===== config.mk =====
export PLATFORM = sky130hd
export DESIGN_NAME = sprite_renderer_param
export DESIGN_NICKNAME = d
export VERILOG_FILES = /design/src/rtl/sprite_renderer_param.sv
export SDC_FILE = /design/constraint.sdc
export NUM_CORES = 1
export LEC_CHECK = 0
export CAP_MARGIN = 20
export CORE_MARGIN = 2
export CORE_UTILIZATION = 35
export CTS_CLUSTER_SIZE = 25
export DETAILED_ROUTE_END_ITERATION = 8
export PLACE_DENSITY_LB_ADDON = 0.3
export REMOVE_ABC_BUFFERS = 1
export SLEW_MARGIN = 20
export SYNTH_ARGS = -nofsm -noshare
export SYNTH_HDL_FRONTEND = slang
export SYNTH_SLANG_ARGS = --single-unit

===== constraint.sdc =====
create_clock -name clk_i -period 1.9 [get_ports clk_i]
set_input_delay 0.38 -clock clk_i [delete_from_list [all_inputs] [get_ports clk_i]]
set_output_delay 0.38 -clock clk_i [all_outputs]
set_load 0.03 [all_outputs]

===== src/rtl/sprite_renderer_param.sv =====
// rtl/sprite_renderer_param.sv - parametrised per-scanline sprite row fetch and 1-bit pixel serialiser
module sprite_renderer_param #(
    parameter int ROM_W  = 8,
    parameter int ROWS   = 16,
    parameter int MIRROR = 1,
    parameter int XSCALE = 1,
    localparam int AW    = $clog2(ROWS)
) (
    input  logic             clk_i,
    input  logic             rst_ni,
    input  logic             vstart_i,
    input  logic             load_i,
    input  logic             hstart_i,
    input  logic             hflip_i,
    input  logic             vflip_i,
    output logic [AW-1:0]    rom_addr_o,
    input  logic [ROM_W-1:0] rom_bits_i,
    output logic             gfx_o,
    output logic             in_progress_o,
    output logic             done_o
);

    localparam int SPR_W = (MIRROR != 0) ? 2 * ROM_W : ROM_W;
    localparam int XW    = $clog2(SPR_W);
    localparam int IW    = $clog2(ROM_W);
    localparam int SW    = (XSCALE > 1) ? $clog2(XSCALE) : 1;

    localparam logic [XW-1:0] X_LAST = XW'(SPR_W - 1);
    localparam logic [SW-1:0] S_LAST = SW'(XSCALE - 1);
    localparam logic [AW-1:0] Y_LAST = AW'(ROWS - 1);

    localparam logic [2:0] S_WAIT_VSTART = 3'd0;
    localparam logic [2:0] S_WAIT_LOAD   = 3'd1;
    localparam logic [2:0] S_SETUP       = 3'd2;
    localparam logic [2:0] S_FETCH       = 3'd3;
    localparam logic [2:0] S_WAIT_HSTART = 3'd4;
    localparam logic [2:0] S_DRAW        = 3'd5;

    logic [2:0]       state_q, state_d;
    logic [AW-1:0]    ycount_q, ycount_d;
    logic [XW-1:0]    xcount_q, xcount_d;
    logic [SW-1:0]    subcnt_q, subcnt_d;
    logic [ROM_W-1:0] outbits_q, outbits_d;
    logic             hflip_q, hflip_d;
    logic             vflip_q, vflip_d;
    logic [AW-1:0]    rom_addr_q, rom_addr_d;
    logic             gfx_q, gfx_d;
    logic             done_q, done_d;

    logic [XW-1:0]    xp;
    logic [XW-1:0]    xm;
    logic             pix;

    // Screen column -> ROM bit: optional horizontal flip, then fold the right half back onto the ROM row.
    always_comb begin
        xp = hflip_q ? (X_LAST - xcount_q) : xcount_q;
        if (MIRROR != 0 && xp >= XW'(ROM_W)) begin
            xm = XW'(2 * ROM_W - 1) - xp;
        end else begin
            xm = xp;
        end
        pix = outbits_q[xm[IW-1:0]];
    end

    always_comb begin
        state_d    = state_q;
        ycount_d   = ycount_q;
        xcount_d   = xcount_q;
        subcnt_d   = subcnt_q;
        outbits_d  = outbits_q;
        hflip_d    = hflip_q;
        vflip_d    = vflip_q;
        rom_addr_d = rom_addr_q;
        gfx_d      = gfx_q;
        done_d     = 1'b0;
        case (state_q)
            S_WAIT_VSTART: begin
                ycount_d = '0;
                gfx_d    = 1'b0;
                if (vstart_i) begin
                    hflip_d = hflip_i;
                    vflip_d = vflip_i;
                    state_d = S_WAIT_LOAD;
                end
            end
            S_WAIT_LOAD: begin
                xcount_d = '0;
                subcnt_d = '0;
                gfx_d    = 1'b0;
                if (load_i) state_d = S_SETUP;
            end
            S_SETUP: begin
                gfx_d      = 1'b0;
                rom_addr_d = vflip_q ? (Y_LAST - ycount_q) : ycount_q;
                state_d    = S_FETCH;
            end
            S_FETCH: begin
                gfx_d     = 1'b0;
                outbits_d = rom_bits_i;
                state_d   = S_WAIT_HSTART;
            end
            S_WAIT_HSTART: begin
                gfx_d = 1'b0;
                if (hstart_i) state_d = S_DRAW;
            end
            S_DRAW: begin
                gfx_d = pix;
                if (subcnt_q == S_LAST) begin
                    subcnt_d = '0;
                    if (xcount_q == X_LAST) begin
                        // End of row: the last row finishes the sprite, otherwise wait for the next hsync.
                        if (ycount_q == Y_LAST) begin
                            state_d = S_WAIT_VSTART;
                            done_d  = 1'b1;
                        end else begin
                            ycount_d = ycount_q + 1'b1;
                            state_d  = S_WAIT_LOAD;
                        end
                    end else begin
                        xcount_d = xcount_q + 1'b1;
                    end
                end else begin
                    subcnt_d = subcnt_q + 1'b1;
                end
            end
            default: begin
                state_d = S_WAIT_VSTART;
                gfx_d   = 1'b0;
            end
        endcase
    end

    always_ff @(posedge clk_i or negedge rst_ni) begin
        if (!rst_ni) begin
            state_q    <= S_WAIT_VSTART;
            ycount_q   <= '0;
            xcount_q   <= '0;
            subcnt_q   <= '0;
            outbits_q  <= '0;
            hflip_q    <= 1'b0;
            vflip_q    <= 1'b0;
            rom_addr_q <= '0;
            gfx_q      <= 1'b0;
            done_q     <= 1'b0;
        end else begin
            state_q    <= state_d;
            ycount_q   <= ycount_d;
            xcount_q   <= xcount_d;
            subcnt_q   <= subcnt_d;
            outbits_q  <= outbits_d;
            hflip_q    <= hflip_d;
            vflip_q    <= vflip_d;
            rom_addr_q <= rom_addr_d;
            gfx_q      <= gfx_d;
            done_q     <= done_d;
        end
    end

    assign rom_addr_o    = rom_addr_q;
    assign gfx_o         = gfx_q;
    assign done_o        = done_q;
    assign in_progress_o = (state_q != S_WAIT_VSTART);

endmodule


==> flow_summary.json <==
{
  "status": "finished clean",
  "cp.required_ns": 1.52,
  "antenna_found_initial": 0,
  "clock_power_share_pct": 12.9,
  "io_buffers": 20,
  "cts.sinks": 26,
  "final_common_cell": "dfrtp_1",
  "postSynthAreaPerCell_sq_um": 9.95,
  "antennaDiodeCount": 0,
  "drv_cap": 0,
  "p_sw_mw": 0.955,
  "tns_ns": 0,
  "rows": 23,
  "p_seq_share_pct": 40.7,
  "grt_overflow": 0,
  "drive_above_1_share_pct": 15.3,
  "ys.flop_type": "dfrtp_1",
  "arrival_ns": 1.34,
  "clk_pin_slew_ns": 0.09,
  "intPower_mw": 1.43,
  "setup_violations": 0,
  "drtIter0Drc": 60,
  "period_share_pct": 90.7,
  "ys_top_cells_by_area": "dfrtp_1 (45%), mux2_2 (7.0%), a21oi_1 (4.5%)",
  "dp_slack_ns": 0.291,
  "syn_inst": 145,
  "dieArea_sq_mm": 0.00465,
  "ant_nets": 0,
  "r2r_cells": 5,
  "synth_cell_type_count": 41,
  "power_switching_share_pct": 40.1,
  "p_per_area_mw_per_mm2": 1370,
  "timing.rr.end": "ycount_q[1]",
  "routed_wl_microns": 2960,
  "cts_setup_buffers": 0,
  "yosysSeqAreaShare_pct": 45.1,
  "core_sq_mm": 0.00397,
  "leakagePower_nw": 0.694,
  "syn_to_final_growth_pct": 20.6,
  "clock_latency_ns": 0.26,
  "yosys_register_bits": 26,
  "place_hpwl_microns": 2160,
  "cts_inserted_buffers": 3,
  "hold_path.class": "in -> async",
  "start_kind": "register",
  "setup_slack_ns": 0.177,
  "worstSetupPathType": "reg -> out",
  "cts_tree": "done",
  "finClkSkew_ns": 0.00345,
  "die_height_microns": 68.2,
  "place_inst": 210,
  "yosysTopAreaCell": "dfrtp_1",
  "worstPathCellList": "nor3_1, inv_1, buf_4",
  "max-vdd-ir-drop_mv": 0.437,
  "drc": 0,
  "final_design_area_no_fill_sq_mm": 0.00174,
  "htree_num_levels": 1,
  "grt_pass1_vias": 1103,
  "worst_pin_slew_ns": 0.440,
  "cts_buffer_depth": 2,
  "cts-resized-gates": 0,
  "combPwrFrac_pct": 46.3,
  "synth_top_cell_area_share_pct": 45.1,
  "slew_viol_final": 0,
  "drt-wirelength-per-cell_microns": 13.9,
  "layout_common_cells": "dfrtp_1 (26), clkdlybuf4s50_1 (19), nor2_1 (14)",
  "fin_nets": 182,
  "rsz0062_at_grt": "no",
  "stdcell_count": 213,
  "ctsHoldBuffers": 0,
  "synth_area_sq_mm": 0.00144,
  "fin_hold_ws_ns": 0.475,
  "fin_util_pct": 43.8,
  "reg2reg_slack_ns": 0.27,
  "hold_viol": 0,
  "gp_congestion": 0.817,
  "path_max_fanout": 13,
  "timing.fmax_mhz": 580,
  "reg2reg_from": "xcount_q[0]",
  "critPathSlowestCell": "dfrtp_1",
  "synth_edf_count": 0,
  "cpPeakStageDelay_ns": 0.55,
  "drt_pass1_iterations": 4,
  "max_slew_margin_pct": 70.7,
  "cp-startpoint": "state_q[2]",
  "grt_pass1_wl_microns": 5130,
  "vias_per_cell": 5.29,
  "yosys_warnings": 0,
  "dieWidth_microns": 68.2,
  "synthArstFlopShare_pct": 100,
  "grtUsageTotal_pct": 14.5,
  "period_minus_slack_ns": 1.72,
  "power_mw": 2.38,
  "vias": 1126,
  "initial_core_util_pct": 36.3,
  "root_buffer": "clkbuf_8",
  "placed_area_sq_mm": 0.00170,
  "ioPinCount": 22,
  "grt_max_degree": 27,
  "endpoint_kind": "output port"
}
-- cells in the mapped netlist (3+ instances only) --
cell type	number
nand3_1	6
clkbuf_2	3
nor2_1	14
o21ai_0	4
a311oi_1	3
xnor2_1	4
buf_4	3
buf_2	4
a31oi_1	3
a221oi_1	3
a21oi_1	13
mux2_2	9
nand2_1	10
o32ai_1	3
dfrtp_1	26
inv_1	5
-- layer usage --
metal	track usage [%]	wire (microns)	up-vias
li1	-	-	564
met1	20.3	1410	535
met2	22.7	1450	25
met3	1.48	68	2
met4	6.00	25	0
met5	0	0	-
-- cells by family (layout without fill, tap and decap cells) --
group                      after synthesis  in the layout  share of synthesized area (%)
AOI/OAI and AO/OA                       39             39                           18.2
xor gates and xnor gates                 4              4                           2.43
muxes                                   10             10                           8.07
DFF                                     26             26                           45.1
and+or+nand+nor                         48             48                           18.9
adders and majority gates                2              2                           1.73
buffers and inverters                   16             34                           5.55
-- sequential cells by signal, summed over array words and instances (netlist names) --
name	cells
outbits_q	8
rom_addr_o	4
xcount_q	4
ycount_q	4
state_q	3
done_o	1
gfx_o	1
vflip_q	1
-- critical path, delay by kind of cell, from the launching register on --
family	cells	cell delay, ns
simple gates	1	0.27
flops	1	0.55
buf+inv	2	0.26
-- power by group through the flow --
stage                     registers, mW  logic [mW]  clock network, mW
final                             0.970        1.10              0.308
after global routing               1.01        1.21              0.342
after CTS                         0.972        1.11              0.320
after detailed placement          0.983        1.11                  0
after global placement            0.971        1.08                  0
after floorplan                    1.08       0.597                  0
-- worst max path at each step --
stage                         end  slack, ns  cells after the start
floorplan             ycount_q[1]       0.17                      4
global route        in_progress_o       0.02                      3
global placement      ycount_q[1]       0.31                      5
finish              in_progress_o       0.18                      3
CTS                 in_progress_o       0.17                      3
detailed placement    ycount_q[1]       0.29                      5
-- area by class of cell --
class | count | area [sq um]
Sequential cell | 26 | 651
Tap cell | 50 | 62.6
Timing Repair Buffer | 26 | 255
Inverter | 5 | 18.8
Fill cell | 380 | 2230
Multi-Input combinational cell | 103 | 712
Clock buffer | 3 | 41.3
No activity file was read; power rests on OpenSTA's default activity.
